$ cat config.mk
export PLATFORM = sky130hd
export DESIGN_NAME = genbus_arb
export DESIGN_NICKNAME = d
export VERILOG_FILES = /design/src/rtl/genbus_pkg.sv /design/src/rtl/genbus_rr_pick.sv /design/src/rtl/genbus_arb.sv
export SDC_FILE = /design/constraint.sdc
export NUM_CORES = 1
export LEC_CHECK = 0
export BUFFER_PORTS_ARGS = -buffer_cell sky130_fd_sc_hd__buf_2
export CORE_ASPECT_RATIO = 0.9
export CORE_MARGIN = 2
export CORE_UTILIZATION = 51
export DETAILED_ROUTE_END_ITERATION = 6
export PLACE_DENSITY_LB_ADDON = 0.1
export SETUP_SLACK_MARGIN = 0.5
export SLEW_MARGIN = 20
export SYNTH_ARGS = -nofsm -noshare
export SYNTH_HDL_FRONTEND = slang
export SYNTH_SLANG_ARGS = --single-unit
export TNS_END_PERCENT = 100
$ cat constraint.sdc
create_clock -name clk -period 2.4 [get_ports clk]
set_clock_uncertainty 0.1 [all_clocks]
set_input_delay 0.48 -clock clk [delete_from_list [all_inputs] [get_ports clk]]
set_output_delay 0.48 -clock clk [all_outputs]
set_load 0.1 [all_outputs]
$ cat src/rtl/genbus_pkg.sv
// Shared types and widths for the generic bus arbiter.
// Address/data are byte-wide; the timeout counter covers the full 1..255 range.
package genbus_pkg;

  localparam int ADDR_W = 8;
  localparam int DATA_W = 8;
  localparam int TCNT_W = 8;

  typedef enum logic [1:0] {
    IDLE = 2'd0,
    XFER = 2'd1,
    DONE = 2'd2,
    ERR  = 2'd3
  } state_e;

  // A single-master build still needs a one-bit index.
  function automatic int idx_w(input int n);
    return (n > 1) ? $clog2(n) : 1;
  endfunction

endpackage

$ cat src/rtl/genbus_rr_pick.sv
// Combinational round-robin picker: searches upward from last+1 (wrapping) for the
// first set request. No latency, no backpressure; 'any' is low when nothing is requested.
module genbus_rr_pick
  import genbus_pkg::*;
#(
  parameter int N  = 2,
  parameter int IW = idx_w(N)
) (
  input  logic [N-1:0]  req,
  input  logic [IW-1:0] last,
  output logic [IW-1:0] winner,
  output logic          any
);

  always_comb begin
    int k;
    k      = 0;
    winner = '0;
    any    = 1'b0;
    for (int i = 1; i <= N; i++) begin
      k = (int'(last) + i) % N;
      if (!any && req[IW'(k)]) begin
        any    = 1'b1;
        winner = IW'(k);
      end
    end
  end

endmodule

$ cat src/rtl/genbus_arb.sv
// Round-robin arbiter granting one master at a time onto a shared byte bus.
// Request->b_vld in 1 cycle, b_rdy->m_done in 1 cycle; a stalled slave is aborted after TIMEOUT cycles.
module genbus_arb
  import genbus_pkg::*;
#(
  parameter int NMASTERS = 2,
  parameter int TIMEOUT  = 15
) (
  input  logic                             clk,
  input  logic                             rst_n,
  input  logic [NMASTERS-1:0]              m_req,
  input  logic [NMASTERS-1:0][ADDR_W-1:0]  m_adr,
  input  logic [NMASTERS-1:0]              m_we,
  input  logic [NMASTERS-1:0][DATA_W-1:0]  m_wdat,
  output logic [NMASTERS-1:0]              m_gnt,
  output logic [NMASTERS-1:0]              m_done,
  output logic                             m_err,
  output logic [DATA_W-1:0]                m_rdat,
  output logic                             b_vld,
  output logic [ADDR_W-1:0]                b_adr,
  output logic                             b_we,
  output logic [DATA_W-1:0]                b_wdat,
  input  logic                             b_rdy,
  input  logic [DATA_W-1:0]                b_rdat
);

  localparam int IW = idx_w(NMASTERS);

  state_e              state_q, state_d;
  logic [IW-1:0]       win_q, win_d;
  logic [IW-1:0]       last_q, last_d;
  logic [ADDR_W-1:0]   adr_q, adr_d;
  logic                we_q, we_d;
  logic [DATA_W-1:0]   wdat_q, wdat_d;
  logic [DATA_W-1:0]   rdat_q, rdat_d;
  logic [TCNT_W-1:0]   cnt_q, cnt_d;

  logic [IW-1:0]       pick_win;
  logic                pick_any;

  genbus_rr_pick #(
    .N  (NMASTERS),
    .IW (IW)
  ) u_pick (
    .req    (m_req),
    .last   (last_q),
    .winner (pick_win),
    .any    (pick_any)
  );

  always_comb begin
    state_d = state_q;
    win_d   = win_q;
    last_d  = last_q;
    adr_d   = adr_q;
    we_d    = we_q;
    wdat_d  = wdat_q;
    rdat_d  = rdat_q;
    cnt_d   = cnt_q;

    m_gnt   = '0;
    m_done  = '0;
    m_err   = 1'b0;
    m_rdat  = '0;
    b_vld   = 1'b0;
    b_adr   = '0;
    b_we    = 1'b0;
    b_wdat  = '0;

    case (state_q)
      IDLE: begin
        cnt_d = '0;
        if (pick_any) begin
          win_d   = pick_win;
          adr_d   = m_adr[pick_win];
          we_d    = m_we[pick_win];
          wdat_d  = m_wdat[pick_win];
          state_d = XFER;
        end
      end

      XFER: begin
        m_gnt[win_q] = 1'b1;
        b_vld        = 1'b1;
        b_adr        = adr_q;
        b_we         = we_q;
        b_wdat       = wdat_q;
        // A slave answering on the last allowed cycle still completes normally.
        if (b_rdy) begin
          rdat_d  = we_q ? '0 : b_rdat;
          state_d = DONE;
        end else if (cnt_q == TCNT_W'(TIMEOUT - 1)) begin
          state_d = ERR;
        end else begin
          cnt_d = cnt_q + 1'b1;
        end
      end

      DONE: begin
        m_gnt[win_q]  = 1'b1;
        m_done[win_q] = 1'b1;
        m_rdat        = rdat_q;
        last_d        = win_q;
        state_d       = IDLE;
      end

      ERR: begin
        m_gnt[win_q]  = 1'b1;
        m_done[win_q] = 1'b1;
        m_err         = 1'b1;
        last_d        = win_q;
        state_d       = IDLE;
      end

      default: state_d = IDLE;
    endcase
  end

  // last_q resets to the top index so master 0 is first in line.
  always_ff @(posedge clk) begin
    if (!rst_n) begin
      state_q <= IDLE;
      win_q   <= '0;
      last_q  <= IW'(NMASTERS - 1);
      adr_q   <= '0;
      we_q    <= 1'b0;
      wdat_q  <= '0;
      rdat_q  <= '0;
      cnt_q   <= '0;
    end else begin
      state_q <= state_d;
      win_q   <= win_d;
      last_q  <= last_d;
      adr_q   <= adr_d;
      we_q    <= we_d;
      wdat_q  <= wdat_d;
      rdat_q  <= rdat_d;
      cnt_q   <= cnt_d;
    end
  end

endmodule
* Yosys cells after proc, flatten, opt, wreduce, memory -nomap -nowiden *
Index checks and enable logic that the tools add are counted.

storage, ports and cells
  register bits = 37
  input bits = 47
  output and inout bits = 31
  logic and storage cells = 67

cells by class
  add/sub/neg operators = 3
  magnitude comparators = 5
  equality and inequality tests = 8
  multiplexer cells = 32
  reduce and logical (&&, ||, !) cells = 11

operators with widths
  cell                 count
  $mux 8               10
  $pmux 8 s2           1
  $mux 1               14
  $mux 2               5
  $add 8x1->8 const B  1
  $eq 8x4->1 const B   1
  $lt 1x3->1 const B   2
  $ne 2x2->1 const B   3
  $pmux 2 s3           1
  $reduce_and 2->1     3
  $eq 2x2->1 const B   2
  $lt 1x2->1 const B   2
  $ne 3x3->1 const B   1
  $reduce_and 3->1     1
  $reduce_or 3->1      1
  $add 1x1->1 const B  2
  $eq 2x1->1 const B   1
  $logic_and 1x1->1    2
  $logic_not 2->1      1
  $reduce_bool 2->1    1
  $reduce_or 2->1      1
  $demux 1 s1          1
  $ge 1x1->1 const B   1
  $logic_not 1->1      1

* Logic depth before layout (Yosys ltp) *
  depth after elaboration = 10
  mapped depth = 7
  mapped depth without buffers = 6

* By module *
From an unflattened synthesis, not the netlist that was laid out.

unflattened totals
  cell total of the unflattened synthesis = 218
  area, all modules = 1,893.1 µm²

modules (own cells, without submodules)
  module          times used  cells each  area an instance (µm²)  seq. area each (µm²)
  genbus_arb      1           216         1,871.8                 740.7
  genbus_rr_pick  1           2           21.3                    0.0

* Least setup slack after synthesis *
No wires, ideal clock.

  kind = reg-to-output
  from = reg state_q[1]
  to = out b_adr[0]
  arrival time = 2,506 ps
  required time = 1,820 ps
  path slack = -686 ps
  stages on the path, launching flop included = 6
  path buffers = 2
  cells stage by stage = dfxtp_1 -> nand2b_1 -> buf_6 -> inv_1 -> clkbuf_1 -> and2_1

on the way
  cells in the longest elaborated chain, start to end = 2

ends and longest elaborated chain
  element                   RTL line           RTL
  start: declaration        genbus_arb.sv:29   state_e state_q, state_d;
  start signal: assignment  genbus_arb.sv:131  state_q <= state_d;
  $eq 2x1->1                genbus_arb.sv:70   case (state_q)
  $mux 8                    genbus_arb.sv:70
  end: declaration          genbus_arb.sv:20   output logic [ADDR_W-1:0] b_adr,

Every way passes these cells.

* Final worst setup path *
  from = reg state_q[0]
  to = out m_rdat[7]

on the way
  cells in the longest elaborated chain, start to end = 2

ends and longest elaborated chain
  element           RTL line          RTL
  $eq 2x2->1        genbus_arb.sv:70
  $mux 8            genbus_arb.sv:70
  end: declaration  genbus_arb.sv:18  output logic [DATA_W-1:0] m_rdat,

Every way passes these cells.

==> impl_results.md <==
- Slew Limit Fails: 0
- P&R area growth vs syn: 61.7%
- Post-DR wirelength/cell: ~17 um
- Min Clock Period, post-route: 1.94 ns
- Largest cells by area after synthesis: dfxtp_1 41%, and2_1 9.7%, a21oi_1 5.8%
- Mapped Cells: 222
- Worst vdd ir: 0.392 mV
- Crit path capture type: output port
- Post-CTS Hold Buffers: 0
- Slowest cell on the critical path: dfxtp_4
- Top cell type's share of synthesized area: roughly 40%
- Dpl hpwl: 3770 um
- Slew margin rel.: 58.4%
- Setup CP Type: flip-flop to output port
- Warnings, synthesis: 0
- Worst Path Max Fanout: 8
- Iter 0 DRT Violations: 130
- Port Buffers: 76
- Power per cell area: between 500 and 600 nW/um2
- Post-route antenna net violation count: 0
- Pre-antenna DRT Iters: 4
- Hold_sp: m_adr[7]
- Via/cell ratio: slightly below 6
- Max H-tree Level: 2
- CP Launch Type: flip-flop
- Period utilisation layout: 80.9%
- Clock Latency Late Sink: 0.29 ns
- Total power: approximately 1.6 mW
- Max clock buf depth: 2
- Pleak: 1.22 nW
- Cell Area, Synth: between 1500 and 2000 um2
- Core footprint: 3380 um2
- Initial Util: 53.4%
- WL final: 6060 um
- Synth Net Count: about 270
- CTS Buf Count: 5
- Slew @ Worst Pin: a little over 0.6 ns
- Final setup fails: 0
- Rows: 20
- Ratio of cells with drive above 1 in the final layout: between 40% and 50%
- Reg clk slew, reported paths: 0.07 ns
- Asr flop ratio synth: 0%
- N_diodes: 0
- Vias in the first global route: about 1900
- Count leader, synth: dfxtp_1
- Worst EP required: ~1.8 ns
- #FFs+latches synth: 37
- Die footprint: 4030 um2
- RSZ-0062 raised after global routing: true
- Status: complete, no violations
- Critical-path cell list: buf_8, nor2_4, and2_4, buf_12
- Chip height: just over 60 um
- Critical path data arrival time: 1.36 ns
- CP max stage delay: ~0.37 ns
- CTS tree: built
- FF-to-FF Start: cnt_q[0]$_SDFFE_PN0P_
- Core Util, Final: between 80% and 90%
- Post-synth top cells: 37 x dfxtp_1, 28 x and2_1, 25 x nand2_1
- Post-synthesis cell type count: 36
- I/O pins: between 70 and 80
- Hold Path Class: input pin to flip-flop
- Synth Flop Type: dfxtp_1
- # Max-Cap Violations: 0
- EDFF count, synth: 0
- Synth Area per Inst: 8.13 um2
- Final hold vios: 0
- Setup TNS: 0 ns
- Area leader, netlist: dfxtp_1
- Vias: 2040
- Largest net degree at the start of global routing: 37
- Clock Sinks: 37
- Fill count: 184
- Clock Root Buffer: clkbuf_8
- Max Clock Freq: 515 MHz
- # nets final: 355
- DRC: 0
- Critical Path Start: state_q[0]$_SDFFE_PN0P_
- First-pass GRT wire length: 8880 um
- Gr ovfl total: 0
- Initial antenna violation count: 0
- GPL Wtd Cong: 0.845
- Die width: 66.7 um
- Seq/Total Area, Yosys: 41.0%
- GRT Overall Usage: between 20 and 30%
-- where the power goes --
group | switching [mW] | total, mW | internal [mW]
Combinational | 0.219 | 0.369 | 0.149
Clock | 0.218 | 0.557 | 0.339
Sequential | 0.0264 | 0.671 | 0.645
-- metrics by stage --
stage          cells  setup WS, ns  hold WS, ns  cell area, um2
5_1_grt          351         0.395        0.347            2920
3_5_place_dp     335         0.392        0.339            2660
4_1_cts          345         0.450        0.353            2860
6_report         351         0.458        0.346            2920
3_3_place_gp     335         0.446        0.333            2660
2_1_floorplan    222         0.377        0.327            1870
-- registers in the layout (all words and copies together), names as in the netlist --
signal and flops:
wdat_q 8, state_q 2, cnt_q 8, adr_q 8, rdat_q 8, win_q 1
last_q 1, we_q 1
-- final timing paths --
path	to	slack [ns]	cells past startpoint
worst max-delay path	m_rdat[7]	0.46	4
worst min-delay path	adr_q[7]$_SDFFE_PN0P_	0.35	3
worst max register to register	cnt_q[3]$_SDFFE_PN0P_	0.60	6
worst min register to register	rdat_q[0]$_SDFFE_PN0P_	0.35	2
-- repair_timing --
| item | CTS | global route |
|---|---|---|
| gates resized for setup | 31 | 6 |
| buffers inserted | 2 | 6 |
| pin swaps | 1 | 9 |
| endpoints found under the setup margin | 30 | 38 |
-- area by class of cell --
type,count,area (um2),share of cell area [%]
Multi-Input combinational cell,167,1070,36.7
Sequential cell,37,748,25.6
Inverter,5,21.3,0.728
Clock buffer,7,86.3,2.96
Clock inverter,1,30.0,1.03
Timing Repair Buffer,90,907,31.1
Tap cell,44,55.1,1.89
-- per-layer routing --
layer | vias up | GRT usage, % | part of all wire, %
met5 | - | 0 | 0
met3 | 12 | 6.12 | 6.9
li1 | 953 | - | -
met2 | 97 | 55.0 | 55
met1 | 978 | 34.8 | 37
met4 | 0 | 9.04 | 1.4
-- placed cells by master, fill, tap and decap left out, types with 3 or more instances in the layout --
| cell type | count |
|---|---|
| and2_4 | 25 |
| buf_2 | 45 |
| and2_2 | 3 |
| a21oi_1 | 21 |
| nor2_1 | 12 |
| nand3_1 | 9 |
| buf_12 | 26 |
| or3_1 | 3 |
| nand3b_1 | 8 |
| buf_4 | 15 |
| clkbuf_8 | 6 |
| inv_1 | 3 |
| dfxtp_1 | 35 |
| nor3_1 | 10 |
| nand2_1 | 25 |
| buf_6 | 3 |
| or4_1 | 3 |
| o22ai_1 | 11 |
| o221ai_1 | 7 |
| nor2_2 | 3 |
| a31oi_1 | 4 |
-- worst max-delay path, delay by kind of cell, from the launching register on --
kind                   cells  cell delay, ns
buffers and inverters      2            0.30
and+or+nand+nor            2            0.40
DFF                        1            0.37
-- cell families (layout without fill, tap and decap cells) --
logic type / after synthesis / in the layout / share of synthesized area [%]
flip-flops: 37 / 37 / 41.0
adder cells (fa/ha/maj): 2 / 2 / 1.39
AND/OR/NAND/NOR: 114 / 114 / 34.2
AO/OA/AOI/OAI: 51 / 51 / 18.7
buffers and inverters: 18 / 103 / 4.64
(Power assumes the default switching activity.)
